[config.mk]
export PLATFORM = sky130hd
export DESIGN_NAME = moore_sequenciador
export DESIGN_NICKNAME = d
export VERILOG_FILES = /design/src/rtl/moore_sequenciador.sv
export SDC_FILE = /design/constraint.sdc
export NUM_CORES = 1
export LEC_CHECK = 0
export ABC_CLOCK_PERIOD_IN_PS = 4100
export CAP_MARGIN = 20
export CORE_UTILIZATION = 45
export CTS_CLUSTER_SIZE = 16
export DETAILED_ROUTE_END_ITERATION = 16
export GPL_ROUTABILITY_DRIVEN = 1
export MAX_ROUTING_LAYER = met4
export PLACE_DENSITY = 0.65
export SLEW_MARGIN = 15
export SYNTH_ARGS = -nofsm -noshare
export SYNTH_HDL_FRONTEND = slang
export SYNTH_SLANG_ARGS = --single-unit
[constraint.sdc]
create_clock -name clk -period 4.1 [get_ports clk]
set_clock_uncertainty 0.15 [all_clocks]
set_input_delay 0.615 -clock clk [delete_from_list [all_inputs] [get_ports clk]]
set_output_delay 0.615 -clock clk [all_outputs]
set_load 0.1 [all_outputs]
[src/rtl/moore_sequenciador.sv]
// Ten-state Moore sequencer (A..J): steps on a synchronized button or a prescaler tick,
// in either direction, with direct load, wrap pulse and sticky illegal-load flag.
module moore_sequenciador #(
  parameter int unsigned DIV = 25000000,
  parameter int unsigned CW  = 25
) (
  input  logic       clk,
  input  logic       rst_n,
  input  logic       modo,
  input  logic       passo,
  input  logic       dir,
  input  logic       pausa,
  input  logic       carrega,
  input  logic [3:0] valor,
  output logic [3:0] atual,
  output logic       volta,
  output logic       erro
);

  localparam logic [CW-1:0] CNT_MAX  = CW'(DIV - 1);
  localparam logic [3:0]    CODE_MAX = 4'd9;

  typedef enum logic [3:0] {
    A = 4'd0, B = 4'd1, C = 4'd2, D = 4'd3, E = 4'd4,
    F = 4'd5, G = 4'd6, H = 4'd7, I = 4'd8, J = 4'd9
  } estado_t;

  estado_t       estado;
  logic [CW-1:0] cnt;
  logic          sync1, sync2, hist;
  logic          step_m_c, tick_c, step_c, legal_c;

  assign atual = estado;

  // Edge detect on the synchronized button; only honoured in manual mode.
  assign step_m_c = sync2 & ~hist & ~modo;
  assign tick_c   = modo & ~pausa & (cnt == CNT_MAX);
  assign step_c   = (step_m_c | tick_c) & ~pausa;
  assign legal_c  = (valor <= CODE_MAX);

  // Button synchronizer and history; reset high so a held button is not a press.
  always_ff @(posedge clk or negedge rst_n) begin
    if (!rst_n) begin
      sync1 <= 1'b1;
      sync2 <= 1'b1;
      hist  <= 1'b1;
    end else begin
      sync1 <= passo;
      sync2 <= sync1;
      hist  <= sync2;
    end
  end

  // Prescaler: cleared in manual mode, frozen while paused.
  always_ff @(posedge clk or negedge rst_n) begin
    if (!rst_n) begin
      cnt <= '0;
    end else if (!modo) begin
      cnt <= '0;
    end else if (!pausa) begin
      cnt <= (cnt == CNT_MAX) ? '0 : cnt + CW'(1);
    end
  end

  // Sequence state with load taking priority over a step.
  always_ff @(posedge clk or negedge rst_n) begin
    if (!rst_n) begin
      estado <= A;
      volta  <= 1'b0;
      erro   <= 1'b0;
    end else begin
      volta <= 1'b0;
      if (carrega) begin
        if (legal_c) begin
          estado <= estado_t'(valor);
          erro   <= 1'b0;
        end else begin
          erro   <= 1'b1;
        end
      end else if (step_c) begin
        if (!dir) begin
          if (estado == J) begin
            estado <= A;
            volta  <= 1'b1;
          end else begin
            estado <= estado_t'(estado + 4'd1);
          end
        end else begin
          if (estado == A) begin
            estado <= J;
            volta  <= 1'b1;
          end else begin
            estado <= estado_t'(estado - 4'd1);
          end
        end
      end
    end
  end

endmodule

==> qor.yml, run 1 <==
worst_pin_slew_ns: 0.964
clock.fmax_mhz: 341
finalHoldViolations: 0
die_w_um: 68.3
clk_pin_slew_ns: 0.07
io_pins: 17
synth_fp_nets: 224
reg2reg_slack_ns: 1.37
ir_worst_vdd_mv: 0.235
startpoint: "modo"
rsz0062_at_grt: "no"
area_growth_pct: 13.5
dp_hpwl_mm: 3.05
power_per_cell_area_nw_per_um2: 375
routed_wl_mm: 4.37
whs_endpoint: "sync2"
row_count: 23
finalCriticalPeriod_ns: 2.94
start_kind: "input port"
yosysSeqAreaShare: 0.432
ant_nets: 0
core_area_um2: 4120
numCtsBuffers: 5
synth_area_um2: 1980
drive_above_1_share: 0.0796
cts_sinks: 34
arrival_ns: 2.95
hold_buffers: 0
p_leak_nw: 0.814
routed_via_density: 6.22
cts_tree: "yes"
criticalPathCategory: "input port to flop"
grt_pass1_vias: 1629
postCtsSetupBuffers: 0
pwr-share-seq: 0.453
grt_max_degree: 35
overflow: 0
r2r_end: "atual[2]"
initial_core_util: 0.480
clock_path_buffers: 2
crit_fanout: 7
mostFrequentLayoutCells: "31 x dfrtp_1, 18 x a21oi_1, 17 x nor2_1, 17 x or4_1, 16 x clkdlybuf4s50_1"
wl_per_cell_um: 15.8
power.switching_fraction: 0.342
outcome: "completed"
synthArstFlopShare: 1.00
fp.dieH_um: 68.3
cap_violations: 0
holdPathStages: 0
relSlewSlack: 0.355
comb_power_share: 0.251
finalNetCount: 237
rr_worst_depth: 4
avgSynthCellArea_um2: 9.32
p_sw_mw: 0.288
fin_crit_sh: 0.716
synthFlopType: "dfrtp_1"
cts_root_buf: "clkbuf_8"
antenna_found_initial: 0
syn_inst: 212
worstReg2RegStart: "cnt[15]"
synth.yosys.warnings: 0
clkLatencyLatePin_ns: 0.28
internal-power_mw: 0.555
drt_first_pass_iters: 4
grt_use_total: 0.216
final_common_cell: "dfrtp_1"
end_kind: "flop"
drv_slew: 0
power_mw: 0.843
vias: 1717
route.detailed.drc: 0
synth_edf_count: 0
final.setup.tns_ns: 0
hold_path_class: "flop to flop"
ys_types: 44
post_cts_resized: 0
gp_congestion: 0.774
required_ns: 4.12
setup_viol: 0
yosys_register_bits: 34
grt_pass1_wl_mm: 7.22
power_frac_clock: 0.296
die_area_um2: 4660
htree_levels: 2
hp-start: "sync1"
port_buffers: 16
drt_iter0_drc: 161
diodes: 0
[flip-flops by register name (all words and copies together), names as in the netlist]
name and cells:
cnt 25, atual 4, sync1 1, erro 1, sync2 1, hist 1
volta 1
[cell families (layout without fill, tap and decap cells)]
kind of cell | after synthesis | count (layout) | synth area share
fa+ha+maj | 1 | 1 | 0.00633
compound gates | 52 | 52 | 0.184
simple gates | 94 | 94 | 0.278
mux | 2 | 2 | 0.0108
buf+inv | 19 | 33 | 0.0443
xor+xnor | 10 | 10 | 0.0443
flops | 34 | 34 | 0.432
[power groups by stage]
stage	Sequential [mW]	Combinational, mW	Clock (mW)
floorplan	0.456	0.0842	0
global placement	0.386	0.208	0
detailed placement	0.388	0.212	0
CTS	0.382	0.212	0.257
global route	0.385	0.224	0.273
finish	0.382	0.211	0.249
[metrics by stage]
step | worst slack (ns) | instances | util | hold WS [ns] | instance area (um^2)
final | 1.16 | 276 | 0.545 | 0.210 | 2240
after global routing | 1.04 | 276 | 0.545 | 0.215 | 2240
after detailed placement | 0.885 | 268 | 0.523 | 0.202 | 2150
after floorplan | 1.58 | 212 | - | 0.169 | 1980
after global placement | 0.939 | 268 | 0.523 | 0.201 | 2150
after CTS | 1.17 | 276 | 0.545 | 0.214 | 2240
[worst max path at each step]
stage,to,slack [ns],cells past startpoint
detailed placement,atual[2],0.88,5
finish,atual[2],1.16,5
CTS,atual[2],1.17,5
global placement,atual[2],0.94,5
floorplan,atual[2],1.58,5
global route,cnt[21],1.04,5
[per-layer routing]
metal  GRT usage  share of wire  vias to the layer above
met3      0.0583          0.041                        4
met4      0.0573         0.0082                        0
met1       0.268           0.47                      851
met5           -              0                        -
met2       0.344           0.48                       33
li1            -              -                      829
[cell usage after synthesis (4+ instances only)]
cell type | instances | area [um^2]
nand2_1 | 13 | 48.8
nor3_1 | 4 | 20.0
or4_1 | 17 | 128
xnor2_1 | 7 | 61.3
o31ai_1 | 14 | 105
o21ai_0 | 5 | 25.0
clkbuf_1 | 9 | 33.8
a21oi_1 | 18 | 90.1
nand2b_1 | 4 | 25.0
nand3_1 | 9 | 45.0
or3_1 | 4 | 25.0
inv_1 | 7 | 26.3
dfrtp_1 | 31 | 776
nand4_1 | 6 | 37.5
nor2_1 | 17 | 63.8
[worst max-delay path, stage by stage]
cell and delay [ns]:
clkdlybuf4s50_1 0.62, or3b_2 0.46, or4_1 0.48, o211ai_1 0.39, mux2_2 0.38
[area by class of cell]
cell class	count	area, um^2
multi-input combinational	159	1030
inverter	7	26.3
sequential	34	855
timing repair buffer	18	175
clock inverter	1	5.00
tap	50	62.6
clock buffer	7	86.3
fill	369	1870
Power figures use the tool's default switching activity.
==> run 2: changes to the inputs <==
--- a/config.mk
+++ b/config.mk
@@ -5,14 +5,14 @@
 export SDC_FILE = /design/constraint.sdc
 export NUM_CORES = 1
 export LEC_CHECK = 0
-export ABC_CLOCK_PERIOD_IN_PS = 4100
+export ABC_CLOCK_PERIOD_IN_PS = 2500
 export CAP_MARGIN = 20
 export CORE_UTILIZATION = 45
 export CTS_CLUSTER_SIZE = 16
 export DETAILED_ROUTE_END_ITERATION = 16
 export GPL_ROUTABILITY_DRIVEN = 1
 export MAX_ROUTING_LAYER = met4
-export PLACE_DENSITY = 0.65
+export PLACE_DENSITY = 0.67
 export SLEW_MARGIN = 15
 export SYNTH_ARGS = -nofsm -noshare
 export SYNTH_HDL_FRONTEND = slang
==> constraint.sdc (replaced) <==
create_clock -name clk -period 2.5 [get_ports clk]
set_clock_uncertainty 0.15 [all_clocks]
set_input_delay 0.375 -clock clk [delete_from_list [all_inputs] [get_ports clk]]
set_output_delay 0.375 -clock clk [all_outputs]
set_load 0.1 [all_outputs]
==> run 2 against run 1 <==
  * Register-to-register slack worse by 1.3 ns
  * Critical path depth stayed put
  * Via count is 4.0% higher
  * Count of clock-buffer cells in the layout stayed put
  * Combinational power is 68% higher
  * Clock power is 71% higher
  * Core utilization is 3.9 points higher
  * Non-clock buffer count is 21 higher
  * Flip-flop and latch count stayed put
  * Worst hold slack better by 0.0052 ns
  * Sequential share of layout area is 2.5 points lower
  * Largest cell class unchanged
  * Largest power group unchanged
  * Highest routed layer unchanged
==> qor.yml, run 2 (synthesis results as in run 1) <==
p_sw_mw: 0.493
vias: 1785
grt_pass1_vias: 1764
rsz0062_at_grt: "no"
grt_max_degree: 35
dp_slack_ns: -0.196
routed_via_density: 6.01
power_frac_clock: 0.303
clk_pin_slew_ns: 0.07
reg2reg_slack_ns: 0.07
arrival_ns: 2.44
initial_core_util: 0.480
hold_ws_ns: 0.216
ant_nets: 0
postCtsSetupBuffers: 0
die_area_um2: 4660
power_mw: 1.40
final_common_cell: "dfrtp_1"
p_leak_nw: 0.929
fp.dieH_um: 68.3
core_area_um2: 4120
clock.fmax_mhz: 411
mostFrequentLayoutCells: "31 x dfrtp_1, 28 x buf_4, 18 x a21oi_1, 17 x nor2_1, 16 x or4_1"
drt_first_pass_iters: 4
finalCriticalPeriod_ns: 2.43
row_count: 23
wl_per_cell_um: 16.1
dp_cells: 289
crit_fanout: 23
cts_root_buf: "clkbuf_8"
drive_above_1_share: 0.186
power_per_cell_area_nw_per_um2: 584
start_kind: "flop"
overflow: 0
internal-power_mw: 0.911
cts_sinks: 34
outcome: "completed"
setup_viol: 0
fin_crit_sh: 0.973
finalNetCount: 258
numCtsBuffers: 5
antenna_found_initial: 0
die_w_um: 68.3
io_pins: 17
route.detailed.drc: 0
cts_tree: "yes"
power.switching_fraction: 0.351
grt_use_total: 0.248
drt_iter0_drc: 131
ir_worst_vdd_mv: 0.307
drv_slew: 0
routed_wl_mm: 4.77
post_cts_resized: 1
area_growth_pct: 21.6
dp_hpwl_mm: 3.42
stdcell_count: 297
hold_path_class: "flop to flop"
comb_power_share: 0.252
required_ns: 2.51
final.setup.tns_ns: 0
top_register: "cnt"
pwr-share-seq: 0.445
hold_buffers: 0
relSlewSlack: 0.703
end_kind: "flop"
cap_violations: 0
grt_pass1_wl_mm: 8.23
htree_levels: 2
diodes: 0
worst_pin_slew_ns: 0.439
criticalPathCategory: "flop to flop"
gp_congestion: 0.865
finalHoldViolations: 0
clock_path_buffers: 2
worst_slack_ns: 0.0677
port_buffers: 16
clkLatencyLatePin_ns: 0.29
largest_register_ffs: 25
## run 2: area by class of cell
cell class | instances | area [um^2]
clock buffer | 7 | 86.3
inverter | 7 | 26.3
fill | 370 | 1710
multi-input combinational | 159 | 1040
sequential | 34 | 855
timing repair buffer | 39 | 330
tap | 50 | 62.6
clock inverter | 1 | 5.00
## run 2: final timing paths
check | from | end | depth (start not counted)
max in group asynchronous | rst_n | hist | 2
min in group asynchronous | rst_n | cnt[20] | 2
max | cnt[9] | cnt[24] | 5
min | sync1 | sync2 | 0
max reg2reg | cnt[9] | cnt[24] | 5
min reg2reg | sync1 | sync2 | 0
## run 2: worst max-delay path, cell delays in order, from the launching register on
cell	delay, ns
dfrtp_1	0.38
or4b_1	0.53
or4_4	0.58
o41ai_4	0.40
buf_12	0.21
a21oi_1	0.06
## run 2: power groups by stage
stage | logic, mW | clock network [mW] | registers [mW]
after floorplan | 0.138 | 0 | 0.748
after global placement | 0.345 | 0 | 0.631
after detailed placement | 0.354 | 0 | 0.634
after CTS | 0.355 | 0.435 | 0.623
after global routing | 0.379 | 0.457 | 0.629
final | 0.354 | 0.426 | 0.624
## run 2: per-layer routing
metal,wire length [um],GRT usage
met1,2140,0.298
met2,2380,0.413
met3,208,0.0500
met4,51,0.0807
met5,0,-
## run 2: stage by stage
step | util | cell area, um^2
3_3_place_gp | 0.561 | 2310
2_1_floorplan | - | 1980
3_5_place_dp | 0.561 | 2310
6_report | 0.584 | 2400
4_1_cts | 0.584 | 2400
5_1_grt | 0.584 | 2400
